File: config.mk
export PLATFORM = sky130hd
export DESIGN_NAME = multicycle_ctrl_fsm
export DESIGN_NICKNAME = d
export VERILOG_FILES = /design/src/rtl/aardvark_ctrl_pkg.sv /design/src/rtl/ctrl_instr_class.sv /design/src/rtl/multicycle_ctrl_fsm.sv
export SDC_FILE = /design/constraint.sdc
export NUM_CORES = 1
export LEC_CHECK = 0
export ABC_AREA = 0
export BUFFER_PORTS_ARGS = -buffer_cell sky130_fd_sc_hd__buf_2
export CORE_MARGIN = 2
export CORE_UTILIZATION = 45
export CTS_CLUSTER_SIZE = 14
export DETAILED_ROUTE_END_ITERATION = 7
export HOLD_SLACK_MARGIN = 0.05
export PLACE_DENSITY = 0.75
export SYNTH_ARGS = -nofsm -noshare
export SYNTH_HDL_FRONTEND = slang
export SYNTH_SLANG_ARGS = --single-unit
export TNS_END_PERCENT = 5
File: constraint.sdc
create_clock -name clk -period 1.7 [get_ports clk]
set_input_delay 0.34 -clock clk [delete_from_list [all_inputs] [get_ports clk]]
set_output_delay 0.34 -clock clk [all_outputs]
set_load 0.01 [all_outputs]
File: src/rtl/aardvark_ctrl_pkg.sv
// Shared encodings for the Aardvark main control unit and its ALU control decoder.
// Opcodes, ALU operation codes, FSM states, PC source selects and instruction classes.
package aardvark_ctrl_pkg;

  localparam logic [2:0] OP_ADD   = 3'd0;
  localparam logic [2:0] OP_NAND  = 3'd1;
  localparam logic [2:0] OP_SLT   = 3'd2;
  localparam logic [2:0] OP_SHIFT = 3'd3;
  localparam logic [2:0] OP_ADDI  = 3'd4;
  localparam logic [2:0] OP_BEQ   = 3'd5;
  localparam logic [2:0] OP_JMP   = 3'd6;
  localparam logic [2:0] OP_MEM   = 3'd7;

  // The ALU control decoder consumes the opcode directly, so ALU ops share its values.
  localparam logic [2:0] ALUOP_ADD   = OP_ADD;
  localparam logic [2:0] ALUOP_NAND  = OP_NAND;
  localparam logic [2:0] ALUOP_SLT   = OP_SLT;
  localparam logic [2:0] ALUOP_SHIFT = OP_SHIFT;
  localparam logic [2:0] ALUOP_ADDI  = OP_ADDI;
  localparam logic [2:0] ALUOP_BEQ   = OP_BEQ;
  localparam logic [2:0] ALUOP_JMP   = OP_JMP;
  localparam logic [2:0] ALUOP_MEM   = OP_MEM;

  localparam logic [1:0] PCSRC_INC = 2'b00;
  localparam logic [1:0] PCSRC_BR  = 2'b01;
  localparam logic [1:0] PCSRC_JMP = 2'b10;

  typedef enum logic [2:0] {
    ST_IDLE   = 3'd0,
    ST_FETCH  = 3'd1,
    ST_DECODE = 3'd2,
    ST_EXEC   = 3'd3,
    ST_MEM    = 3'd4,
    ST_WB     = 3'd5
  } state_e;

  typedef enum logic [2:0] {
    CL_RTYPE,
    CL_ADDI,
    CL_BEQ,
    CL_JMP,
    CL_LW,
    CL_SW,
    CL_NOP
  } iclass_e;

endpackage

File: src/rtl/ctrl_instr_class.sv
// Classifies the latched opcode/funct pair into the instruction groups the
// control FSM sequences differently.
module ctrl_instr_class
  import aardvark_ctrl_pkg::*;
(
  input  logic [2:0] opcode_i,
  input  logic       funct_i,
  output iclass_e    iclass_o
);

  // add/nand with funct=0 and addi with funct=1 are unassigned encodings and retire as NOPs.
  always_comb begin
    iclass_o = CL_NOP;
    unique case (opcode_i)
      OP_ADD, OP_NAND: iclass_o = funct_i ? CL_RTYPE : CL_NOP;
      OP_SLT, OP_SHIFT: iclass_o = CL_RTYPE;
      OP_ADDI: iclass_o = funct_i ? CL_NOP : CL_ADDI;
      OP_BEQ: iclass_o = CL_BEQ;
      OP_JMP: iclass_o = CL_JMP;
      OP_MEM: iclass_o = funct_i ? CL_SW : CL_LW;
      default: iclass_o = CL_NOP;
    endcase
  end

endmodule

File: src/rtl/multicycle_ctrl_fsm.sv
// Multi-cycle main control for the 8-bit Aardvark CPU: walks each instruction
// through FETCH/DECODE/EXEC/MEM/WB and drives datapath enables and memory handshake.
module multicycle_ctrl_fsm
  import aardvark_ctrl_pkg::*;
#(
  parameter int COUNT_W = 16
) (
  input  logic               clk,
  input  logic               rst_n,
  input  logic               run,
  input  logic [7:0]         instr,
  input  logic               zero,
  input  logic               mem_ready,
  output logic               mem_req,
  output logic               mem_we,
  output logic               ir_write,
  output logic               pc_write,
  output logic [1:0]         pc_src,
  output logic               reg_write,
  output logic               wb_sel_mem,
  output logic               alu_src_imm,
  output logic [2:0]         alu_op,
  output logic               funct,
  output logic               busy,
  output logic [2:0]         state,
  output logic [COUNT_W-1:0] instr_count
);

  state_e             state_q, state_d;
  logic [2:0]         opcode_q;
  logic               funct_q;
  logic [COUNT_W-1:0] count_q;
  logic               retire;
  iclass_e            iclass;

  logic unused_instr_bits;
  assign unused_instr_bits = ^instr[4:1];

  ctrl_instr_class u_class (
    .opcode_i (opcode_q),
    .funct_i  (funct_q),
    .iclass_o (iclass)
  );

  // run is only consulted when an instruction retires, so a drop mid-instruction lets it finish.
  always_comb begin
    state_d = state_q;
    retire  = 1'b0;
    case (state_q)
      ST_IDLE:   if (run) state_d = ST_FETCH;
      ST_FETCH:  if (mem_ready) state_d = ST_DECODE;
      ST_DECODE: begin
        if (iclass == CL_JMP || iclass == CL_NOP) retire = 1'b1;
        else state_d = ST_EXEC;
      end
      ST_EXEC: begin
        if (iclass == CL_BEQ) retire = 1'b1;
        else if (iclass == CL_LW || iclass == CL_SW) state_d = ST_MEM;
        else state_d = ST_WB;
      end
      ST_MEM: begin
        if (mem_ready) begin
          if (iclass == CL_SW) retire = 1'b1;
          else state_d = ST_WB;
        end
      end
      ST_WB:     retire = 1'b1;
      default:   state_d = ST_IDLE;
    endcase
    if (retire) state_d = run ? ST_FETCH : ST_IDLE;
  end

  always_ff @(posedge clk or negedge rst_n) begin
    if (!rst_n) begin
      state_q  <= ST_IDLE;
      opcode_q <= 3'd0;
      funct_q  <= 1'b0;
      count_q  <= '0;
    end else begin
      state_q <= state_d;
      if (state_q == ST_FETCH && mem_ready) begin
        opcode_q <= instr[7:5];
        funct_q  <= instr[0];
      end
      if (retire) count_q <= count_q + COUNT_W'(1);
    end
  end

  // Outputs decode from the state register, so an async reset clears them in the same cycle.
  always_comb begin
    mem_req     = 1'b0;
    mem_we      = 1'b0;
    ir_write    = 1'b0;
    pc_write    = 1'b0;
    pc_src      = PCSRC_INC;
    reg_write   = 1'b0;
    wb_sel_mem  = 1'b0;
    alu_src_imm = 1'b0;
    alu_op      = (state_q == ST_IDLE) ? ALUOP_ADD : opcode_q;
    funct       = (state_q == ST_IDLE) ? 1'b0 : funct_q;
    case (state_q)
      ST_FETCH: begin
        mem_req = 1'b1;
        if (mem_ready) begin
          ir_write = 1'b1;
          pc_write = 1'b1;
          pc_src   = PCSRC_INC;
        end
      end
      ST_DECODE: begin
        if (iclass == CL_JMP) begin
          pc_write = 1'b1;
          pc_src   = PCSRC_JMP;
        end
      end
      ST_EXEC: begin
        alu_src_imm = (iclass == CL_ADDI || iclass == CL_LW || iclass == CL_SW);
        if (iclass == CL_BEQ) begin
          pc_write = zero;
          pc_src   = PCSRC_BR;
        end
      end
      ST_MEM: begin
        mem_req = 1'b1;
        mem_we  = funct_q;
      end
      ST_WB: begin
        reg_write  = 1'b1;
        wb_sel_mem = (opcode_q == OP_MEM);
      end
      default: ;
    endcase
  end

  assign busy        = (state_q != ST_IDLE);
  assign state       = state_q;
  assign instr_count = count_q;

endmodule

After elaboration in Yosys (flattened, before gate mapping)

Index checks and enable logic that the tools add are counted.

Register bits: 23
Latch bits: 0
RAM bits: 0
Memory bits (read-only): 0
Output and inout bits: 33
Logic and storage cells: 76
Memories: 0

Add/subtract/negate cells: 1
$mul: 0
Divide/modulo/power cells: 0
Order comparisons: 0
Eq/ne operators: 25
Shift operators: 0
Muxes and demuxes: 34
Bitwise gates (word level): 0
Reduce and logical (&&, ||, !) cells: 12

Operators by type and width:

| operator              | number |
|---|---|
| $pmux 3 s6            | 2 |
| $mux 3                | 10 |
| $eq 3x3->1 const B    | 9 |
| $eq 3x2->1 const B    | 6 |
| $mux 1                | 18 |
| $ne 3x3->1 const B    | 6 |
| $add 16x1->16 const B | 1 |
| $eq 3x1->1 const B    | 3 |
| $reduce_and 7->1      | 1 |
| $logic_not 3->1       | 2 |
| $reduce_or 2->1       | 3 |
| $logic_or 1x1->1      | 4 |
| $pmux 1 s4            | 1 |
| $pmux 2 s2            | 1 |
| $pmux 1 s3            | 1 |
| $reduce_bool 3->1     | 1 |
| $mux 2                | 1 |
| $ne 2x2->1 const B    | 1 |
| $logic_and 1x1->1     | 1 |

Logic depth before layout (Yosys ltp)

Gate-level depths: netlist of the first run.

Depth after elaboration: 9
Gate-level depth with buffers: 8
Mapped depth without buffers: 6

Hierarchy

A second synthesis of the first run with hierarchy kept.

Cells, all modules: 138
Area, all modules: 1428.9 µm²

By module, submodules not included:

| module              | instances | cells each | area an instance (µm²) | sequential area each (µm²) |
|---|---|---|---|---|
| multicycle_ctrl_fsm | 1         | 129        | 1366.3                 | 575.6 |
| ctrl_instr_class    | 1         | 9          | 62.6                   | 0.0 |

Worst setup path before layout of the first run

Ideal clock, no wire load.

Path kind: reg2reg
Start: reg state_q[2] (netlist: state[2])
End: reg count_q[1] (netlist: instr_count[1])
Arrival time: 1.852 ns
Required time: 1.573 ns
Setup slack: -0.280 ns
Cell stages (with the launch flop): 8
Path through: dfrtp_1 -> buf_4 -> inv_1 -> ha_1 -> nand2b_1 -> o32ai_4 -> or2_2 -> mux2_1

Cells in the longest elaborated chain, start to end: 2
Elaborated cells between the ends (all ways): 5

RTL lines:

| item                                     | RTL line                  | source |
|---|---|---|
| from (decl)                              | multicycle_ctrl_fsm.sv:29 | `state_e state_q, state_d;` |
| from (signal assigned)                   | multicycle_ctrl_fsm.sv:80 | `state_q <= state_d;` |
| $eq 3x3->1 or $eq 3x2->1 (tied branches) | multicycle_ctrl_fsm.sv:49 | `case (state_q)` |
| $pmux 1 s4 *                             | multicycle_ctrl_fsm.sv:49 |  |
| to (signal assigned)                     | multicycle_ctrl_fsm.sv:85 | `if (retire) count_q <= count_q + COUNT_W'(1);` |
| to (decl)                                | multicycle_ctrl_fsm.sv:32 | `logic [COUNT_W-1:0] count_q;` |

Mark *: on every way between the ends. The rest lies on a longest branch, timed or not.
A chain may end at the register's enable or synchronous reset.

Worst setup path in the final report of the first run

Start: reg opcode_q[1]
End: out pc_write

Cells in the longest elaborated chain, start to end: 6
Elaborated cells between the ends (all ways): 16

RTL lines:

| item                                     | RTL line                                               | source |
|---|---|---|
| from (decl)                              | multicycle_ctrl_fsm.sv:30                              | `logic [2:0] opcode_q;` |
| from (signal assigned)                   | multicycle_ctrl_fsm.sv:82                              | `opcode_q <= instr[7:5];` |
| $eq 3x2->1, or another cell as far along | ctrl_instr_class.sv:14                                 | `unique case (opcode_i)` |
| $reduce_or 2->1                          | ctrl_instr_class.sv:14                                 |  |
| $pmux 3 s6 *                             | ctrl_instr_class.sv:14                                 |  |
| $eq 3x2->1 (on tied branches)            | multicycle_ctrl_fsm.sv:118, multicycle_ctrl_fsm.sv:111 |  |
| $mux 1 (on tied branches)                | multicycle_ctrl_fsm.sv:118, multicycle_ctrl_fsm.sv:111 |  |
| $pmux 1 s3 *                             | multicycle_ctrl_fsm.sv:101                             | `case (state_q)` |
| to (decl)                                | multicycle_ctrl_fsm.sv:17                              | `output logic pc_write,` |

Marks and branches as above.

==> results.toml, run 1 <==
[worst_hold_path]
holdPathStages = 2
hold_path_class = "input pin to flip-flop"

[power_and_ir_drop]
powerDensity_nw_per_um2 = 1484
leakage_nw = 1.045
ir_drop_uv = 745.6

[logic_synthesis]
synth.area.mux_share = 0.05071
synth-main-ff-cell = "dfrtp_1"
netlist_instances = 132
synth.net_count = 147
synth_top_family_by_area = "simple AND/OR/NAND/NOR gates"
synth_seq_cells = 23
syn-cell-area_um2 = 1406
synth_edf_count = 0
synth-async-reset-ratio = 1.000
synth_compound_gate_area_share = 0.1690
avgSynthCellArea_um2 = 10.65
ys_types = 45
ys_top_cells_by_area = "dfrtp_1, xnor2_1, o211ai_2, mux2_2, nor2b_1"
synth_top_area_frac = 0.4093
yosysMostFrequentCell = "dfrtp_1"
ys_seq_area_frac = 0.4093
synth_fa_ha_area_frac = 0.01779
ys_warn_count = 0
yosys.area_share.xor_xnor = 0.09964
yosys-top-cells-count = "dfrtp_1, xnor2_1, nor2b_1"
yosys.area_share.simple = 0.2082
yosys.area.top_type = "dfrtp_1"

[floorplan]
start_util = 0.4683
die-area_um2 = 3589
num_rows = 20
pin_count = 46
core_area_um2 = 3003
fp.dieH_um = 59.91
die_x_um = 59.91

[cells_and_area]
nNetsFinal = 219
regArea_um2 = 579.3
fillers = 236
drive_above_1_share = 0.5616
multi_input_area_um2 = 863.3
final_cells = 236
syn_to_final_growth_pct = 46.53
n_antenna_cell = 0

[worst_setup_path]
crit_path_start_kind = "flip-flop"
worst-r2r-setup-slack_ns = -0.16
worstSetupPathType = "flip-flop to output port"
end_kind = "output port"
worst_ep_required_time_ns = 1.36
rr_worst_depth = 7
critPathArrivalTime_ns = 1.53
critPathMaxFanout = 5

[sta]
finalSetupTns_ns = -3.140
slew_headroom = 0.6582
period_needed_ns = 1.867
drv_slew = 0
worst_slack_ns = -0.1666
finalCritPeriodShare = 1.098
finalSetupViolations = 32
skew_ns = 0.009713
rsz0062_at_grt = "yes"
final_hold_viol_count = 0
max_freq_mhz = 535.7
whs_ns = 0.2433
worst_slew_pin_slew_ns = 0.5127

[grt]
grt_pass1_wl_mm = 5.892
grt_start_max_net_pins = 24
grt_antenna_before_repair = 0
grt.overflow.total = 0
grtUsageTotal = 0.2194
grt_pass1_vias = 1279

[outcome]
status = "finished with violations"
violations = "negative setup slack"

[place]
dpl.hpwl_mm = 2.532
place_inst = 221
post-place-ws_ns = -0.1019
gp_routability_congestion = 0.8519
portBuffers = 41

[detailed_routing]
drtPass1Iterations = 4
wl_per_cell_um = 15.52
dr.first_iter.drc_count = 60
vias = 1313
wirelength_mm = 3.663
drc = 0
viasPerCell = 5.564
final_antenna_net_count = 0

[cts]
clk_latency_ns = 0.31
cts_tree = "done"
cts_sinks = 23
clkTransAtPathRegs_ns = 0.13
cts_buffers = 3
clockBufferDepth = 2
cts-root-buf = "clkbuf_4"
htreeDepth = 1

[flow_run]
max-cap-violations = 0
## registers in the layout (all words and copies together) (netlist names)
register	flops
instr_count	16
opcode_q	3
state	3
funct_q	1
## worst paths after layout
check	start	endpoint
worst max-delay path	opcode_q[1]$_DFFE_PN0P_	pc_write
worst min-delay path	instr[0]	funct_q$_DFFE_PN0P_
worst max register to register	opcode_q[1]$_DFFE_PN0P_	instr_count[10]$_DFFE_PN0P_
worst min register to register	instr_count[15]$_DFFE_PN0P_	instr_count[15]$_DFFE_PN0P_
max in group asynchronous	rst_n	state[2]$_DFFE_PN0P_
min in group asynchronous	rst_n	instr_count[14]$_DFFE_PN0P_
## layout make-up
type	count	share of cell area
Clock buffer	3	0.01093
Clock inverter	1	0.002429
Inverter	4	0.007286
Multi-Input combinational cell	98	0.4189
Sequential cell	23	0.2811
Tap cell	33	0.02004
Timing Repair Buffer	74	0.2593
## layer usage
metal  up-vias  track usage  share of wire
met5         -            0              0
met4         0      0.08889          0.021
met3         8      0.01299          0.030
met2        39       0.4053           0.52
met1       642       0.2613           0.43
li1        624            -              -
## placed cells by master (no fill, tap or decap), types with 2 or more instances in the layout
master	synthesis	layout
clkbuf_4	0	3
nor2b_4	1	2
nand3_1	4	3
nor2b_1	6	5
and3_1	5	5
mux2_2	4	4
o211ai_1	2	2
buf_6	1	15
o21ai_2	0	2
dfrtp_2	0	3
dfrtp_1	23	20
o2111ai_1	4	4
o211ai_2	4	4
a21oi_1	5	5
nor2_1	4	2
nor3_2	0	2
buf_2	2	40
nor2_2	1	3
nand2b_1	3	2
inv_2	0	2
buf_4	3	16
nand2b_4	0	2
nand2_1	3	2
xnor2_1	16	15
o21ai_0	3	2
inv_1	4	2
o21ai_1	4	3
and4_1	3	3
## cell families (layout without fill, tap and decap cells)
kind of cell | count (synthesis) | count (layout)
AOI/OAI and AO/OA | 29 | 29
xor gates and xnor gates | 16 | 16
adders and majority gates | 2 | 2
buffers and inverters | 11 | 82
DFF | 23 | 23
muxes | 6 | 6
and+or+nand+nor | 45 | 45
## through the flow
step / power (mW) / instance area, um2 / util
floorplan: 1.769 / 1434 / -
global placement: 2.369 / 1805 / 0.6013
detailed placement: 2.409 / 1805 / 0.6013
CTS: 2.961 / 2007 / 0.6683
global route: 3.262 / 2061 / 0.6863
finish: 3.058 / 2061 / 0.6863
## critical path, cell delays in order (launching register included)
cell and delay [ns]:
dfrtp_1 0.43, buf_6 0.13, and2b_2 0.23, nand3_2 0.06, o21ai_1 0.07, a41o_1 0.16
buf_2 0.12
## power by group
| group | total [mW] | internal (mW) | switching (mW) | leakage [nW] |
|---|---|---|---|---|
| combinational | 1.95 | 1.07 | 0.878 | 0.728 |
| sequential | 0.850 | 0.680 | 0.170 | 0.299 |
| clock | 0.256 | 0.0879 | 0.168 | 0.0177 |
## what timing repair did
item	4_1_cts	5_1_grt
gates resized for setup	26	13
pin swaps	5	1
hold endpoints to repair	23	0
hold buffers	1	0
buffers inserted	10	0
setup endpoints to repair	35	37
No activity file was read; power rests on OpenSTA's default activity.
==> run 2, diff against run 1 <==
Clock period 1.7 ns to 1.6 ns, I/O delays scaled along.
==> results.toml, run 2 (synthesized netlist as in run 1, its figures left out) <==
[cells_and_area]
final_cells = 234
layout_commonest_cell = "buf_2"
drive_above_1_share = 0.5373
syn_to_final_growth_pct = 41.19
largest_reg_flops = 16
final_cell_mix = "buf_2, buf_4, dfrtp_1"
nNetsFinal = 217
n_antenna_cell = 0

[power_and_ir_drop]
powerDensity_nw_per_um2 = 1568
leakage_nw = 1.005
ir_drop_uv = 713.4

[grt]
grt.overflow.total = 0
grtUsageTotal = 0.2025
grt_start_max_net_pins = 24
grt_pass1_wl_mm = 5.582
grt_pass1_vias = 1246
grt_antenna_before_repair = 0

[place]
gp_routability_congestion = 0.8727
dpl.hpwl_mm = 2.559
portBuffers = 41
place_inst = 225

[flow_run]
max-cap-violations = 0

[sta]
drv_slew = 0
rsz0062_at_grt = "yes"
worst_slew_pin_slew_ns = 0.5023
skew_ns = 0.005555
finalSetupViolations = 37
whs_ns = 0.2491
slew_headroom = 0.6652
period_needed_ns = 1.822
max_freq_mhz = 548.8
finalSetupTns_ns = -4.282
finalCritPeriodShare = 1.139
worst_slack_ns = -0.2220
final_hold_viol_count = 0

[floorplan]
start_util = 0.4683
pin_count = 46
core_area_um2 = 3003
fp.dieH_um = 59.91
die_x_um = 59.91
die-area_um2 = 3589
num_rows = 20

[worst_setup_path]
path_cells = "buf_6 -> nor2b_4 -> nor3b_4 -> a41o_1 -> buf_2"
critPathArrivalTime_ns = 1.50
rr_startpoint = "funct_q$_DFFE_PN0P_"
worst_ep_required_time_ns = 1.28
rr_worst_depth = 6
end_kind = "output port"
critPathMaxFanout = 6
slowest_stage = "dfrtp_2"
max_stage_delay_ns = 0.47
worst-r2r-setup-slack_ns = -0.15
crit_path_start_kind = "flip-flop"
r2r-end = "instr_count[6]$_DFFE_PN0P_"
worstSetupPathType = "flip-flop to output port"

[detailed_routing]
dr.first_iter.drc_count = 34
final_antenna_net_count = 0
drc = 0
wirelength_mm = 3.465
viasPerCell = 5.385
vias = 1260
drtPass1Iterations = 4
wl_per_cell_um = 14.81

[cts]
clk_latency_ns = 0.31
clkTransAtPathRegs_ns = 0.13
clockBufferDepth = 2
htreeDepth = 1
cts-root-buf = "clkbuf_4"
cts_tree = "done"
cts_sinks = 23
cts_buffers = 3

[worst_hold_path]
holdPathEnd = "opcode_q[2]$_DFFE_PN0P_"
holdPathStages = 2
min_from = "instr[7]"
hold_path_class = "input pin to flip-flop"

[outcome]
violations = "negative setup slack"
status = "finished with violations"
run 2: final cells by class:
cell class                 instances  area (um2)
fill                             250        1017
timing repair buffer              72       475.5
clock buffer                       3       22.52
multi-input combinational         98       847.1
clock inverter                     1       5.005
tap                               33       41.29
inverter                           4       15.01
sequential                        23       579.3
run 2: worst max-delay path, delay by kind of cell, from the launching register on:
kind	cells	cell delay, ns
DFF	1	0.47
buffers and inverters	2	0.27
and+or+nand+nor	2	0.32
AOI/OAI and AO/OA	1	0.11
run 2: report_power, final:
group	switching (mW)	internal (mW)
registers	0.159	0.723
clock network	0.180	0.0936
logic	0.907	1.05
run 2: repair_timing:
| action | in CTS | in global routing |
|---|---|---|
| setup buffers | 4 | 0 |
| pin swaps | 2 | 2 |
| hold buffers | 1 | 0 |
| endpoints found under the setup margin | 36 | 37 |
| cloned | 0 | 0 |
| gates resized for setup | 18 | 3 |
| endpoints found under the hold margin | 23 | 0 |
run 2: how the worst max path moves through the flow:
stage	endpoint	startpoint	cells past startpoint	slack, ns
finish	pc_write	state[2]$_DFFE_PN0P_	5	-0.22
global route	pc_write	state[2]$_DFFE_PN0P_	5	-0.30
CTS	pc_write	state[2]$_DFFE_PN0P_	5	-0.23
global placement	instr_count[1]$_DFFE_PN0P_	funct_q$_DFFE_PN0P_	5	-0.16
detailed placement	instr_count[6]$_DFFE_PN0P_	funct_q$_DFFE_PN0P_	6	-0.19
floorplan	instr_count[1]$_DFFE_PN0P_	opcode_q[1]$_DFFE_PN0P_	5	-0.24
run 2: metal layers:
metal  wire [um]  GRT usage
met5           0          0
met4          49    0.06032
met2        1785     0.3711
met3         130    0.02597
met1        1499     0.2442
run 2: per-stage QoR:
| stage | utilization | power [mW] | setup WS [ns] | area (um2) |
|---|---|---|---|---|
| floorplan | - | 1.880 | -0.2409 | 1434 |
| global placement | 0.6113 | 2.567 | -0.1585 | 1836 |
| detailed placement | 0.6113 | 2.603 | -0.1858 | 1836 |
| CTS | 0.6558 | 3.067 | -0.2281 | 1969 |
| global route | 0.6613 | 3.305 | -0.2950 | 1986 |
| finish | 0.6613 | 3.114 | -0.2220 | 1986 |
